File: config.mk
export PLATFORM = sky130hd
export DESIGN_NAME = dispatch_stage_buf
export DESIGN_NICKNAME = d
export VERILOG_FILES = /design/src/rtl/riscv_dispatch_pkg.sv /design/src/rtl/dispatch_classify.sv /design/src/rtl/dispatch_stage_buf.sv
export SDC_FILE = /design/constraint.sdc
export NUM_CORES = 1
export LEC_CHECK = 0
export CAP_MARGIN = 20
export CELL_PAD_IN_SITES_DETAIL_PLACEMENT = 0
export CELL_PAD_IN_SITES_GLOBAL_PLACEMENT = 2
export CORE_ASPECT_RATIO = 1.4
export CORE_MARGIN = 1.5
export CORE_UTILIZATION = 21
export DETAILED_ROUTE_END_ITERATION = 8
export PLACE_DENSITY = 0.87
export REMOVE_ABC_BUFFERS = 1
export SETUP_SLACK_MARGIN = 0.5
export SLEW_MARGIN = 20
export SYNTH_ARGS = -nofsm -noshare
export SYNTH_HDL_FRONTEND = slang
export SYNTH_SLANG_ARGS = --single-unit
File: constraint.sdc
create_clock -name clk -period 1.8 [get_ports clk]
set_input_delay 0.18 -clock clk [delete_from_list [all_inputs] [get_ports clk]]
set_output_delay 0.18 -clock clk [all_outputs]
set_load 0.02 [all_outputs]
File: src/rtl/riscv_dispatch_pkg.sv
// riscv_dispatch_pkg: opcodes, queue targets and buffered packet layout for the dispatch stage
package riscv_dispatch_pkg;
  localparam int XLEN  = 32;
  localparam int TAG_W = 6;
  localparam logic [6:0] R_TYPE = 7'h33;
  localparam logic [6:0] I_TYPE = 7'h13;
  localparam logic [6:0] LUI    = 7'h37;
  localparam logic [6:0] LW     = 7'h03;
  localparam logic [6:0] S_TYPE = 7'h23;
  localparam logic [6:0] J_TYPE = 7'h6F;
  localparam logic [6:0] JALR   = 7'h67;
  localparam logic [6:0] B_TYPE = 7'h63;
  localparam logic [6:0] U_TYPE = 7'h17;
  typedef enum logic [2:0] {Q_INT, Q_LDST, Q_MULT, Q_DIV, Q_NONE} disp_target_e;
  typedef struct packed {
    logic [XLEN-1:0]  rs1_data;
    logic             rs1_valid;
    logic [TAG_W-1:0] rs1_tag;
    logic [XLEN-1:0]  rs2_data;
    logic             rs2_valid;
    logic [TAG_W-1:0] rs2_tag;
    logic [TAG_W-1:0] rd_tag;
    logic [6:0]       opcode;
    logic [2:0]       func3;
    logic [6:0]       func7;
    logic [XLEN-1:0]  imm;
    logic             is_store;
  } disp_pkt_t;
  function automatic logic [3:0] target_onehot(disp_target_e t);
    return (t == Q_NONE) ? 4'b0000 : 4'b0001 << t;
  endfunction
endpackage

File: src/rtl/dispatch_classify.sv
// dispatch_classify: opcode/func decode into issue-queue target and operand overrides
module dispatch_classify
  import riscv_dispatch_pkg::*;
#(
  parameter bit MDIV_FULL = 1'b1
) (
  input  logic [6:0]   opcode_i,
  input  logic [2:0]   func3_i,
  input  logic [6:0]   func7_i,
  output disp_target_e target_o,
  output logic         rs2_imm_o,
  output logic         rs2_ok_o,
  output logic         is_store_o
);
  logic is_mul, is_div;
  assign is_mul = (func7_i == 7'd1) & (MDIV_FULL ? !func3_i[2] : (func3_i == 3'd0));
  assign is_div = (func7_i == 7'd1) & (MDIV_FULL ? func3_i[2] : (func3_i == 3'd4));
  // Steer by opcode; immediates replace rs2, loads have no rs2 dependency
  always_comb begin
    target_o   = Q_NONE;
    rs2_imm_o  = 1'b0;
    rs2_ok_o   = 1'b0;
    is_store_o = 1'b0;
    case (opcode_i)
      R_TYPE:              target_o = is_mul ? Q_MULT : is_div ? Q_DIV : Q_INT;
      I_TYPE, LUI: begin
        target_o  = Q_INT;
        rs2_imm_o = 1'b1;
        rs2_ok_o  = 1'b1;
      end
      LW: begin
        target_o = Q_LDST;
        rs2_ok_o = 1'b1;
      end
      S_TYPE: begin
        target_o   = Q_LDST;
        is_store_o = 1'b1;
      end
      JALR, B_TYPE, U_TYPE: target_o = Q_INT;
      default:             target_o = Q_NONE;
    endcase
  end
endmodule

File: src/rtl/dispatch_stage_buf.sv
// dispatch_stage_buf: one-entry registered dispatch buffer with per-queue handshake and CDB snooping
module dispatch_stage_buf
  import riscv_dispatch_pkg::*;
#(
  parameter bit MDIV_FULL = 1'b1,
  parameter int CNT_W     = 16
) (
  input  logic             clk,
  input  logic             rst,
  input  logic             in_valid,
  output logic             in_ready,
  input  logic [4:0]       rs1_decoded,
  input  logic [4:0]       rs2_decoded,
  input  logic [XLEN-1:0]  rs1_data,
  input  logic [XLEN-1:0]  rs2_data,
  input  logic             rs1_sel_cdb_or_regfile,
  input  logic             rs2_sel_cdb_or_regfile,
  input  logic [TAG_W:0]   rs1_valid_plus_tag,
  input  logic [TAG_W:0]   rs2_valid_plus_tag,
  input  logic [TAG_W-1:0] rd_tag,
  input  logic [6:0]       opcode,
  input  logic [2:0]       func3,
  input  logic [6:0]       func7,
  input  logic [XLEN-1:0]  imm,
  input  logic             flush,
  input  logic             cdb_valid,
  input  logic [TAG_W-1:0] cdb_tag,
  input  logic [XLEN-1:0]  cdb_data,
  output disp_pkt_t        out_pkt,
  output logic [3:0]       out_valid,
  input  logic [3:0]       q_ready,
  output logic [CNT_W-1:0] stall_cnt
);
  disp_target_e     tgt_c, tgt_q, tgt_d;
  logic             rs2_imm_c, rs2_ok_c, is_store_c;
  logic             held_q, held_d, fire, accept;
  logic             v1, v2, byp1, byp2;
  disp_pkt_t        pkt_q, pkt_d;
  logic [CNT_W-1:0] stall_q;

  dispatch_classify #(.MDIV_FULL(MDIV_FULL)) u_classify (
    .opcode_i   (opcode),
    .func3_i    (func3),
    .func7_i    (func7),
    .target_o   (tgt_c),
    .rs2_imm_o  (rs2_imm_c),
    .rs2_ok_o   (rs2_ok_c),
    .is_store_o (is_store_c)
  );

  assign out_valid = held_q ? target_onehot(tgt_q) : 4'b0000;
  assign fire      = |(out_valid & q_ready);
  assign in_ready  = (!held_q | fire) & !flush;
  assign accept    = in_valid & in_ready;
  assign out_pkt   = pkt_q;
  assign stall_cnt = stall_q;

  assign v1   = (rs1_decoded == 5'd0) | rs1_sel_cdb_or_regfile | !rs1_valid_plus_tag[TAG_W];
  assign v2   = rs2_ok_c | (rs2_decoded == 5'd0) | rs2_sel_cdb_or_regfile | !rs2_valid_plus_tag[TAG_W];
  assign byp1 = !v1 & cdb_valid & (cdb_tag == rs1_valid_plus_tag[TAG_W-1:0]);
  assign byp2 = !v2 & cdb_valid & (cdb_tag == rs2_valid_plus_tag[TAG_W-1:0]);

  assign held_d = flush ? 1'b0 : accept ? (tgt_c != Q_NONE) : fire ? 1'b0 : held_q;
  assign tgt_d  = accept ? tgt_c : tgt_q;

  // Next packet: snoop the CDB into pending operands, or load a freshly accepted instruction
  always_comb begin
    pkt_d = pkt_q;
    if (cdb_valid & !pkt_q.rs1_valid & (cdb_tag == pkt_q.rs1_tag)) begin
      pkt_d.rs1_data  = cdb_data;
      pkt_d.rs1_valid = 1'b1;
    end
    if (cdb_valid & !pkt_q.rs2_valid & (cdb_tag == pkt_q.rs2_tag)) begin
      pkt_d.rs2_data  = cdb_data;
      pkt_d.rs2_valid = 1'b1;
    end
    if (accept) begin
      pkt_d.rs1_data  = byp1 ? cdb_data : rs1_data;
      pkt_d.rs1_valid = v1 | byp1;
      pkt_d.rs1_tag   = rs1_valid_plus_tag[TAG_W-1:0];
      pkt_d.rs2_data  = rs2_imm_c ? imm : byp2 ? cdb_data : rs2_data;
      pkt_d.rs2_valid = v2 | byp2;
      pkt_d.rs2_tag   = rs2_valid_plus_tag[TAG_W-1:0];
      pkt_d.rd_tag    = rd_tag;
      pkt_d.opcode    = opcode;
      pkt_d.func3     = func3;
      pkt_d.func7     = func7;
      pkt_d.imm       = imm;
      pkt_d.is_store  = is_store_c;
    end
  end

  // Holding register and saturating stall counter
  always_ff @(posedge clk) begin
    if (rst) begin
      held_q  <= 1'b0;
      tgt_q   <= Q_INT;
      pkt_q   <= '0;
      stall_q <= '0;
    end else begin
      held_q  <= held_d;
      tgt_q   <= tgt_d;
      pkt_q   <= pkt_d;
      stall_q <= (held_q & !fire & !flush & ~&stall_q) ? stall_q + 1'b1 : stall_q;
    end
  end
endmodule

==> key figures, run 1 <==
Status
  • Status: complete, but fails checks
  • Violations in the final reports: negative setup slack

Route
  • DRC violation total after the first TritonRoute iteration: 303
  • Number of remaining DRC errors: 0
  • Routed Antenna Nets: 0
  • Wire per inst: 19.78 µm
  • Number of iterations in the first detailed-routing pass: 4
  • Per-cell via count in the routed design: 4.597
  • Via count: 8375
  • Wirelength, routed: 36050 µm

CTS
  • Clk pin slew, worst setup/hold paths: 0.07 ns
  • Clock tree from TritonCTS: yes
  • Max clock buf depth: 2
  • Insertion delay of the later-clocked pin in the worst-skew pair: 0.45 ns
  • Number of H-tree branching levels: 4
  • Clock root buffer: sky130_fd_sc_hd__clkbuf_16
  • Clock sinks: 154
  • Total CTS buffers: 17

Finish
  • Design Area, Final: 14860 µm²
  • Non-Filler Instances: 1822
  • Fill cells: 3483
  • Post-synthesis to final-layout area growth: 92.84%
  • Number of nets in the layout: 1536
  • Fraction of layout instances using a drive strength above 1: 28.43%

Global routing
  • Initial antenna violation count: 7
  • Largest net degree at the start of global routing: 61
  • Vias in the first global route: 8320
  • Overall Global Routing Usage: 17.58%
  • Gr ovfl total: 0
  • Wire length of the first global-routing pass: 49500 µm

Synthesis
  • Number of storage elements in the synthesis netlist: 154
  • Avg Cell Area, Syn: 8.460 µm²
  • Dominant synthesized flop cell: sky130_fd_sc_hd__dfxtp_1
  • Synth Cell Area: 7707 µm²
  • Number of enable-type register cells in the synthesized netlist: 0
  • Count of synthesis-stage warnings from yosys: 0
  • Fraction of registers with async set/reset: 0%
  • Number of instances in the synthesized netlist: 911
  • Sequential-to-total area share from yosys stat: 40.00%
  • Number of unique standard cell types used by synthesis: 47

Worst setup path
  • Largest delay share family, worst path: buffers and inverters
  • Worst setup slack for register-to-register paths: -0.15 ns
  • Worst EP arrival: 2.27 ns
  • Critical Path Slowest Stage Cell: sky130_fd_sc_hd__dfxtp_4
  • Worst path cell trace: mux2i_4 -> o221ai_4 -> and3b_2 -> buf_8 -> buf_12 -> buf_12 -> clkbuf_16 -> nand2_4 -> a21oi_2
  • Worst Reg-to-Reg Cells: 9
  • Slowest Stage Delay on Critical Path: 0.39 ns
  • Peak fanout along the critical path: 7
  • Crit Reg-Reg Endpoint: out_pkt[41]
  • Startpoint type of the worst setup path: flip-flop
  • Startpoint of the worst register-to-register path: tgt_q[0]
  • Worst path buffer plus inverter count: 4
  • Critical path endpoint category: flip-flop
  • Start-to-end type of the worst setup path: reg2reg
  • Endpoint required time on the critical path: 2.12 ns
  • Cell repeated most along the worst path: sky130_fd_sc_hd__buf_12

Placed design
  • Final Wtd Congestion: 0.8266
  • Hpwl dp: 23780 µm
  • Port buffer count: 346
  • Cell Count Post-Placement: 1739
  • Total placed instance area: 12370 µm²

Pwr
  • Total power: 0.009875 W
  • Maximum ir drop on the vdd rail: 0.4703 mV
  • Power per cell area: 664.4 nW/µm²
  • Static Leakage: 7.583 nW

Floorplanning
  • Number of I/O pins: 347
  • Placeable core region: 36010 µm²
  • Horizontal die dimension: 164.9 µm
  • Die area: 37880 µm²
  • Die Y-Extent: 229.7 µm
  • Effective utilization at floorplan: 21.40%
  • Number of placement rows: 82

STA
  • Layout Skew: 0.01255 ns
  • RSZ-0062 raised after global routing: yes
  • Worst-Margin Slew: 0.4660 ns
  • Headroom to the max-slew limit: 68.94%
  • Portion of the clock cycle consumed by the worst path in the final layout: 108.5%
  • Final number of hold-violating endpoints: 0
  • Max-slew violation count: 0
  • Minimum clock period: 1.952 ns
  • Final count of negative-setup-slack endpoints: 130
  • Top achievable clock speed: 0.5122 GHz
  • Final critical-path setup slack: -0.1523 ns

Worst hold path
  • Beginning of the worst hold path: rd_tag[5]
  • Hold Path Class: in2reg
  • Depth of the worst hold-timing path: 3
  • Endpoint with the worst hold slack: out_pkt[55]

Job
  • Max-cap violations: 0
[what timing repair did]
action	in CTS	in global routing
hold buffers	1	0
cloned	8	12
endpoints found under the setup margin	309	308
resized for setup	155	312
setup buffers	12	14
hold endpoints to repair	5	0
pin swaps	38	59
[stage by stage]
stage	setup WS, ns	setup TNS (ns)	util, %	hold slack (ns)
floorplan	-2.530	-187.05	-	0.2479
global placement	-0.5619	-61.94	34.35	0.4379
detailed placement	-0.5896	-64.17	34.35	0.4379
CTS	-0.1422	-10.10	37.99	0.2458
global route	-0.2472	-23.29	41.27	0.3055
finish	-0.1523	-12.06	41.27	0.2923
[synthesized netlist by cell type (3+ instances only)]
cell | instances | area (µm²)
sky130_fd_sc_hd__nand2_1 | 208 | 780.8
sky130_fd_sc_hd__dfxtp_1 | 154 | 3083
sky130_fd_sc_hd__a21oi_1 | 102 | 510.5
sky130_fd_sc_hd__mux2i_1 | 97 | 970.9
sky130_fd_sc_hd__nor2_1 | 91 | 341.6
sky130_fd_sc_hd__clkbuf_1 | 40 | 150.1
sky130_fd_sc_hd__o21a_1 | 32 | 240.2
sky130_fd_sc_hd__a311oi_2 | 30 | 450.4
sky130_fd_sc_hd__xnor2_1 | 30 | 262.8
sky130_fd_sc_hd__buf_2 | 20 | 100.1
sky130_fd_sc_hd__buf_6 | 11 | 123.9
sky130_fd_sc_hd__nand3_1 | 10 | 50.05
sky130_fd_sc_hd__nand4_1 | 10 | 62.56
sky130_fd_sc_hd__xor2_1 | 10 | 87.58
sky130_fd_sc_hd__nor4b_1 | 6 | 52.55
sky130_fd_sc_hd__inv_1 | 5 | 18.77
sky130_fd_sc_hd__nor4_1 | 5 | 31.28
sky130_fd_sc_hd__nor3_1 | 4 | 20.02
sky130_fd_sc_hd__o21ai_0 | 4 | 20.02
sky130_fd_sc_hd__a211oi_1 | 3 | 22.52
sky130_fd_sc_hd__and3_1 | 3 | 18.77
sky130_fd_sc_hd__nand3b_1 | 3 | 22.52
sky130_fd_sc_hd__nor2b_1 | 3 | 18.77
[power breakdown]
part	leakage [nW]	switching, W	internal [W]
logic	6.03	0.00113	0.00123
clock network	0.291	0.00154	0.00231
registers	1.27	0.0000868	0.00358
total	7.58	0.00275	0.00712
[how the worst max path moves through the flow]
stage                     slack [ns]  depth (start not counted)      endpoint            from
after floorplan                -2.53                          6  out_pkt[132]        tgt_q[2]
after global placement         -0.56                          8  out_pkt[102]  rs1_decoded[3]
after detailed placement       -0.59                          8  out_pkt[120]  rs1_decoded[3]
after CTS                      -0.14                          7  out_pkt[122]        tgt_q[0]
after global routing           -0.25                          7  out_pkt[130]        tgt_q[0]
final                          -0.15                          9   out_pkt[41]        tgt_q[0]
[placed cells by master, fill, tap and decap left out, drive strengths merged, types with 32 or more instances in the layout]
cell / count
buf: 145
dlymetal6s2s: 121
dfxtp: 154
a311oi: 32
a21oi: 102
nor2: 92
nand2: 208
clkbuf: 49
clkdlybuf4s50: 188
o21a: 32
mux2i: 97
[worst reg2reg max path: stages, from the launching register on]
cell and delay, ns:
sky130_fd_sc_hd__dfxtp_4 0.39, sky130_fd_sc_hd__mux2i_4 0.27, sky130_fd_sc_hd__o221ai_4 0.15, sky130_fd_sc_hd__and3b_2 0.28, sky130_fd_sc_hd__buf_8 0.16, sky130_fd_sc_hd__buf_12 0.14, sky130_fd_sc_hd__buf_12 0.13, sky130_fd_sc_hd__clkbuf_16 0.18
sky130_fd_sc_hd__nand2_4 0.07, sky130_fd_sc_hd__a21oi_2 0.05
[cell families after synthesis]
logic type      Yosys count  share of synthesized area (%)
xor+xnor                 40                          4.545
compound gates          181                          17.39
mux                      97                          12.60
flops                   154                          40.00
buf+inv                  80                          5.390
simple gates            358                          19.92
fa+ha+maj                 1                         0.1623
[layout make-up]
cell class	count	area (µm²)	area share, %
timing repair buffer	488	5522	37.15
multi-input combinational	677	5032	33.86
sequential	154	3094	20.82
tap	462	578.1	3.889
clock buffer	23	488.0	3.283
clock inverter	7	115.1	0.7745
inverter	5	18.77	0.1263
antenna	6	15.01	0.1010
[per-layer routing]
| metal | global-route usage, % | up-vias | wire [µm] |
|---|---|---|---|
| li1 | - | 4004 | - |
| met2 | 31.96 | 233 | 19000 |
| met4 | 7.517 | 0 | 1320 |
| met5 | 0 | - | 0 |
| met3 | 3.698 | 60 | 1527 |
| met1 | 19.39 | 4078 | 14200 |
[registers in the layout, indices dropped and copies added, names as in the netlist]
register	count
out_pkt	134
stall_cnt	16
tgt_q	3
held_q	1
Note: power is estimated with default switching activity, not from simulation.
==> run 2, diff against run 1 <==
--- a/config.mk
+++ b/config.mk
@@ -19,3 +19,4 @@
 export SYNTH_ARGS = -nofsm -noshare
 export SYNTH_HDL_FRONTEND = slang
 export SYNTH_SLANG_ARGS = --single-unit
+export TNS_END_PERCENT = 30
==> run 2 against run 1 <==
- the run still ends with negative setup slack left
- cell area decreased by 3.8%
- sequential power is essentially flat
- via count down 2.0%
- global-route usage decreased by 0.15 points
- worst hold slack got worse by 0.014 ns
- largest cell class unchanged
- largest power group unchanged
==> key figures, run 2 (same netlist as run 1, synthesis figures left out) <==
Status
  • Status: complete, but fails checks
  • Violations in the final reports: negative setup slack

Worst setup path
  • Worst EP arrival: 2.32 ns (+0.05 ns)
  • Critical path endpoint category: flip-flop
  • Start-to-end type of the worst setup path: reg2reg
  • Endpoint required time on the critical path: 2.15 ns (+0.03 ns)
  • Peak fanout along the critical path: 6 (-1)
  • Startpoint of the worst register-to-register path: tgt_q[0]
  • Worst setup slack for register-to-register paths: -0.17 ns (about the same)
  • Startpoint type of the worst setup path: flip-flop
  • Worst setup path startpoint: tgt_q[0]

CTS
  • Insertion delay of the later-clocked pin in the worst-skew pair: 0.45 ns (about the same)
  • Clock tree from TritonCTS: yes
  • Clock root buffer: sky130_fd_sc_hd__clkbuf_16
  • Number of H-tree branching levels: 4 (unchanged)
  • Total CTS buffers: 17 (unchanged)
  • Max clock buf depth: 2 (unchanged)
  • Clock sinks: 154 (unchanged)
  • Clk pin slew, worst setup/hold paths: 0.07 ns (about the same)

Floorplanning
  • Die area: 37880 µm² (unchanged)
  • Placeable core region: 36010 µm² (unchanged)
  • Number of I/O pins: 347 (unchanged)
  • Number of placement rows: 82 (unchanged)
  • Die Y-Extent: 229.7 µm (unchanged)
  • Horizontal die dimension: 164.9 µm (unchanged)
  • Effective utilization at floorplan: 21.40% (unchanged)

STA
  • Minimum clock period: 1.965 ns (+0.01287 ns)
  • Portion of the clock cycle consumed by the worst path in the final layout: 109.2% (+0.72 points)
  • Final count of negative-setup-slack endpoints: 125 (-3.8%)
  • Final critical-path setup slack: -0.1651 ns (-0.01287 ns)
  • Worst-Margin Slew: 0.3921 ns (-0.07388 ns)
  • Max-slew violation count: 0 (unchanged)
  • Sum of negative setup slack: -9.631 ns (+2.424 ns)
  • Final number of hold-violating endpoints: 0 (unchanged)
  • Layout Skew: 0.01081 ns (-0.001742 ns)
  • Headroom to the max-slew limit: 73.66% (+4.7 points)
  • Top achievable clock speed: 0.5089 GHz (-0.65%)
  • RSZ-0062 raised after global routing: yes

Placed design
  • Total placed instance area: 12370 µm² (unchanged)
  • Hpwl dp: 23780 µm (unchanged)
  • Port buffer count: 346 (unchanged)
  • Final Wtd Congestion: 0.8266 (unchanged)

Worst hold path
  • Beginning of the worst hold path: rd_tag[5]
  • Hold Path Class: in2reg

Global routing
  • Wire length of the first global-routing pass: 49110 µm (-0.78%)
  • Overall Global Routing Usage: 17.43% (-0.15 points)
  • Largest net degree at the start of global routing: 61 (unchanged)
  • Vias in the first global route: 8249 (-0.85%)
  • Initial antenna violation count: 7 (unchanged)
  • Gr ovfl total: 0 (unchanged)

Finish
  • Fraction of layout instances using a drive strength above 1: 22.27% (-6.2 points)
  • Most frequent standard cell in the layout excluding fill and tap cells: sky130_fd_sc_hd__clkdlybuf4s50_1
  • Post-synthesis to final-layout area growth: 85.49%
  • Design Area, Final: 14300 µm² (-3.8%)
  • Number of nets in the layout: 1529 (-0.46%)
  • Commonest cells after routing, fill and taps aside: sky130_fd_sc_hd__clkdlybuf4s50_1, sky130_fd_sc_hd__nand2_1, sky130_fd_sc_hd__dfxtp_1, sky130_fd_sc_hd__dlymetal6s2s_1, sky130_fd_sc_hd__mux2i_1
  • Fin util: 39.70% (-1.6 points)
  • Number of flip-flops under the largest register name: 134 (unchanged)

Route
  • Per-cell via count in the routed design: 4.521 (-1.7%)
  • DRC violation total after the first TritonRoute iteration: 305 (+0.66%)
  • Routed Antenna Nets: 0 (unchanged)
  • Wirelength, routed: 34990 µm (-2.9%)
  • Wire per inst: 19.28 µm (-2.6%)
  • Number of iterations in the first detailed-routing pass: 4 (unchanged)
  • Via count: 8205 (-2.0%)
  • Number of remaining DRC errors: 0 (unchanged)

Pwr
  • Power per cell area: 679.5 nW/µm² (+2.3%)
  • Maximum ir drop on the vdd rail: 0.4644 mV (-1.3%)
  • Static Leakage: 7.249 nW (-4.4%)

Job
  • Max-cap violations: 0 (unchanged)
-- run 2: power by group --
| part | switching, W | internal [W] |
|---|---|---|
| clock network | 0.00153 | 0.00231 |
| registers | 0.0000859 | 0.00358 |
| logic | 0.00104 | 0.00117 |
| total | 0.00266 | 0.00706 |
-- run 2: metal layers --
| layer | GRT usage, % | share of wire [%] | routed length [µm] | vias to the layer above |
|---|---|---|---|---|
| met3 | 3.608 | 4.1 | 1429 | 49 |
| met1 | 19.27 | 39 | 13810 | 3940 |
| li1 | - | - | - | 3995 |
| met5 | 0 | 0 | 0 | - |
| met4 | 7.714 | 3.1 | 1102 | 0 |
| met2 | 31.55 | 53 | 18650 | 221 |
-- run 2: timing repair --
item | in CTS | in global routing
cloned | 7 | 9
hold buffers | 1 | 0
endpoints found under the hold margin | 5 | 0
pin swaps | 43 | 20
resized for setup | 222 | 163
setup endpoints to repair | 309 | 297
setup buffers | 11 | 12
-- run 2: final timing paths --
| check | to | cells past startpoint |
|---|---|---|
| min | out_pkt[55] | 3 |
| max reg2reg | out_pkt[114] | 8 |
| max | out_pkt[114] | 8 |
| min reg2reg | out_pkt[43] | 2 |
-- run 2: worst max-delay path, cell delays in order, from the launching register on --
cell and delay, ns:
sky130_fd_sc_hd__dfxtp_4 0.39, sky130_fd_sc_hd__mux2i_4 0.26, sky130_fd_sc_hd__o221ai_4 0.15, sky130_fd_sc_hd__and3b_2 0.28, sky130_fd_sc_hd__buf_6 0.16, sky130_fd_sc_hd__nand2_8 0.13, sky130_fd_sc_hd__clkbuf_16 0.18, sky130_fd_sc_hd__nand2_1 0.08
sky130_fd_sc_hd__a311oi_2 0.24
-- run 2: area by class of cell --
class	instances	area (µm²)
repair buffers	481	5371
inverters	5	18.77
fillers	3529	21720
diodes	6	15.01
multi-input cells	677	4618
clock buffers	23	488.0
clock inverters	7	115.1
flip-flops and latches	154	3092
well taps	462	578.1
-- run 2: per-stage QoR --
step / worst slack, ns / hold slack, ns / cells / power, W
finish: -0.1651 / 0.2782 / 1815 / 0.009715
global route: -0.2375 / 0.2831 / 1815 / 0.01012
CTS: -0.1422 / 0.2458 / 1788 / 0.009793
detailed placement: -0.5896 / 0.4379 / 1739 / 0.005757
global placement: -0.5619 / 0.4379 / 1739 / 0.005736
floorplan: -2.530 / 0.2479 / 836 / 0.004500
==> run 3, diff against run 2 <==
==> constraint.sdc (replaced) <==
create_clock -name clk -period 1.8 [get_ports clk]
set_input_delay 0.27 -clock clk [delete_from_list [all_inputs] [get_ports clk]]
set_output_delay 0.27 -clock clk [all_outputs]
set_load 0.02 [all_outputs]
==> run 3 against run 2 <==
- combinational power about the same
- highest routed layer unchanged
- worst hold slack got worse by 0.16 ns
- cell area decreased by 1.3%
- first-iteration DRC count increased by 6.2%
- sequential power about the same
- critical path depth decreased by 3
- worst setup slack improved by 0.023 ns
- the flow still finishes with violations (negative setup slack)
- die area unchanged
- power decreased by 0.62%
==> key figures, run 3 (same netlist as run 1, synthesis figures left out) <==
Finish
  • Number of flip-flops under the largest register name: 134 (unchanged)
  • Fraction of layout instances using a drive strength above 1: 21.38% (-0.89 points)
  • Non-Filler Instances: 1813 (-0.11%)
  • Design Area, Final: 14100 µm² (-1.3%)
  • Fill cells: 3617 (+2.5%)
  • Commonest cells after routing, fill and taps aside: sky130_fd_sc_hd__clkdlybuf4s50_1, sky130_fd_sc_hd__nand2_1, sky130_fd_sc_hd__dfxtp_1, sky130_fd_sc_hd__mux2i_1, sky130_fd_sc_hd__a21oi_1
  • Most frequent standard cell in the layout excluding fill and tap cells: sky130_fd_sc_hd__clkdlybuf4s50_1
  • Post-synthesis to final-layout area growth: 83.00%
  • Number of nets in the layout: 1529 (unchanged)

Floorplanning
  • Placeable core region: 36010 µm² (unchanged)
  • Effective utilization at floorplan: 21.40% (unchanged)
  • Number of I/O pins: 347 (unchanged)
  • Number of placement rows: 82 (unchanged)
  • Horizontal die dimension: 164.9 µm (unchanged)
  • Die Y-Extent: 229.7 µm (unchanged)
  • Die area: 37880 µm² (unchanged)

STA
  • Minimum clock period: 1.942 ns (-0.02320 ns)
  • RSZ-0062 raised after global routing: yes
  • Final number of hold-violating endpoints: 0 (unchanged)
  • Top achievable clock speed: 0.5150 GHz (+1.2%)
  • Final count of negative-setup-slack endpoints: 136 (+8.8%)
  • Headroom to the max-slew limit: 75.64% (+2.0 points)
  • Portion of the clock cycle consumed by the worst path in the final layout: 107.9% (-1.3 points)
  • Worst Hold Slack: 0.1212 ns (-0.1570 ns)
  • Worst-Margin Slew: 0.3642 ns (-0.02785 ns)
  • Layout Skew: 0.01390 ns (+0.003091 ns)
  • Final critical-path setup slack: -0.1419 ns (+0.02320 ns)
  • Max-slew violation count: 0 (unchanged)

Worst setup path
  • Startpoint type of the worst setup path: flip-flop
  • Start-to-end type of the worst setup path: reg2out
  • Endpoint required time on the critical path: 1.53 ns (-0.62 ns)
  • Worst EP arrival: 1.67 ns (-0.65 ns)
  • Critical path endpoint category: primary output
  • Peak fanout along the critical path: 4 (-2)

CTS
  • Total CTS buffers: 17 (unchanged)
  • Max clock buf depth: 2 (unchanged)
  • Clock sinks: 154 (unchanged)
  • Clk pin slew, worst setup/hold paths: 0.06 ns (about the same)
  • Clock tree from TritonCTS: yes
  • Insertion delay of the later-clocked pin in the worst-skew pair: 0.45 ns (about the same)
  • Number of H-tree branching levels: 4 (unchanged)
  • Clock root buffer: sky130_fd_sc_hd__clkbuf_16

Route
  • DRC violation total after the first TritonRoute iteration: 324 (+6.2%)
  • Wirelength, routed: 35190 µm (+0.57%)
  • Per-cell via count in the routed design: 4.515 (-0.13%)
  • Via count: 8185 (-0.24%)
  • Number of iterations in the first detailed-routing pass: 4 (unchanged)
  • Number of remaining DRC errors: 0 (unchanged)
  • Wire per inst: 19.41 µm (+0.69%)
  • Routed Antenna Nets: 0 (unchanged)

Pwr
  • Combinational cell fraction of total power: 22.7% (about the same)
  • Power per cell area: 684.5 nW/µm² (+0.73%)
  • Total power: 0.009655 W (-0.62%)
  • Portion of total power attributed to sequential cells: 38.1% (+0.3 points)
  • Clock network power share: 39.2% (-0.3 points)
  • Maximum ir drop on the vdd rail: 0.4582 mV (-1.3%)
  • Switching share of power: 27.33% (about the same)
  • Static Leakage: 5.411 nW (-25%)
  • Internal power consumption: 0.007016 W (-0.61%)
  • Switching pwr: 0.002639 W (-0.63%)

Placed design
  • Cell Count Post-Placement: 1743 (+0.23%)
  • Placement-stage worst setup slack: -0.7034 ns (-0.1138 ns)
  • Hpwl dp: 24120 µm (+1.5%)
  • Port buffer count: 346 (unchanged)
  • Total placed instance area: 12390 µm² (+0.14%)
  • Final Wtd Congestion: 0.8024 (-2.9%)

Status
  • Violations in the final reports: negative setup slack
  • Status: complete, but fails checks

Global routing
  • Initial antenna violation count: 5 (-2)
  • Gr ovfl total: 0 (unchanged)
  • Largest net degree at the start of global routing: 41 (-33%)
  • Vias in the first global route: 8196 (-0.64%)
  • Overall Global Routing Usage: 16.63% (-0.80 points)
  • Wire length of the first global-routing pass: 47100 µm (-4.1%)

Worst hold path
  • Hold Path Class: in2reg

Job
  • Max-cap violations: 0 (unchanged)
-- run 3: changes by cell type in the layout (fill, tap and decap cells not counted), moves of 7 or more --
cell	previous run	this run
sky130_fd_sc_hd__clkdlybuf4s50_1	190	307
sky130_fd_sc_hd__clkbuf_16	25	32
sky130_fd_sc_hd__nand2_2	17	5
sky130_fd_sc_hd__nand2_4	7	18
sky130_fd_sc_hd__dlymetal6s2s_1	121	18
sky130_fd_sc_hd__buf_2	14	1
-- run 3: layout make-up --
class | count | area [µm²] | area share (%)
Antenna cell | 4 | 10.01 | 0.07097
Clock buffer | 23 | 478.0 | 3.389
Clock inverter | 7 | 116.4 | 0.8250
Inverter | 5 | 18.77 | 0.1331
Multi-Input combinational cell | 677 | 4666 | 33.08
Sequential cell | 154 | 3097 | 21.96
Tap cell | 462 | 578.1 | 4.098
Timing Repair Buffer | 481 | 5141 | 36.45
-- run 3: critical path, cell delays in order, from the launching register on --
cell	delay, ns
sky130_fd_sc_hd__dfxtp_4	0.39
sky130_fd_sc_hd__mux2i_4	0.26
sky130_fd_sc_hd__o221ai_4	0.15
sky130_fd_sc_hd__buf_4	0.16
sky130_fd_sc_hd__nor2b_1	0.12
sky130_fd_sc_hd__buf_4	0.16
-- run 3: through the flow --
| stage | util (%) | TNS [ns] |
|---|---|---|
| after floorplan | - | -187.05 |
| after CTS | 36.54 | -8.493 |
| after global placement | 34.40 | -75.59 |
| final | 39.17 | -6.924 |
| after global routing | 39.17 | -20.72 |
| after detailed placement | 34.40 | -78.90 |
-- run 3: routing by layer --
metal | track usage [%] | routed length [µm]
met5 | 0 | 0
met4 | 7.686 | 989
met3 | 3.445 | 1594
met2 | 30.28 | 18740
met1 | 18.11 | 13870
-- run 3: worst paths after layout --
| kind | start | end | slack [ns] | depth (start not counted) |
|---|---|---|---|---|
| worst max-delay path | tgt_q[0] | in_ready | -0.14 | 5 |
| worst min-delay path | opcode[1] | out_pkt[44] | 0.12 | 3 |
| worst max register to register | tgt_q[0] | stall_cnt[4] | -0.13 | 8 |
| worst min register to register | out_pkt[28] | out_pkt[28] | 0.45 | 2 |
-- run 3: repair_timing --
| item | 4_1_cts | 5_1_grt |
|---|---|---|
| pin swaps | 5 | 37 |
| cloned | 0 | 18 |
| endpoints found under the setup margin | 309 | 307 |
| gates resized for setup | 125 | 102 |
| hold buffers | 0 | 0 |
| buffers inserted | 5 | 13 |
-- run 3: power by group through the flow --
stage	clock network, W	logic (W)	registers [W]
6_report	0.00378	0.00219	0.00368
5_1_grt	0.00402	0.00234	0.00370
4_1_cts	0.00389	0.00203	0.00368
3_5_place_dp	0	0.00201	0.00375
3_3_place_gp	0	0.00200	0.00374
2_1_floorplan	0	0.000544	0.00396
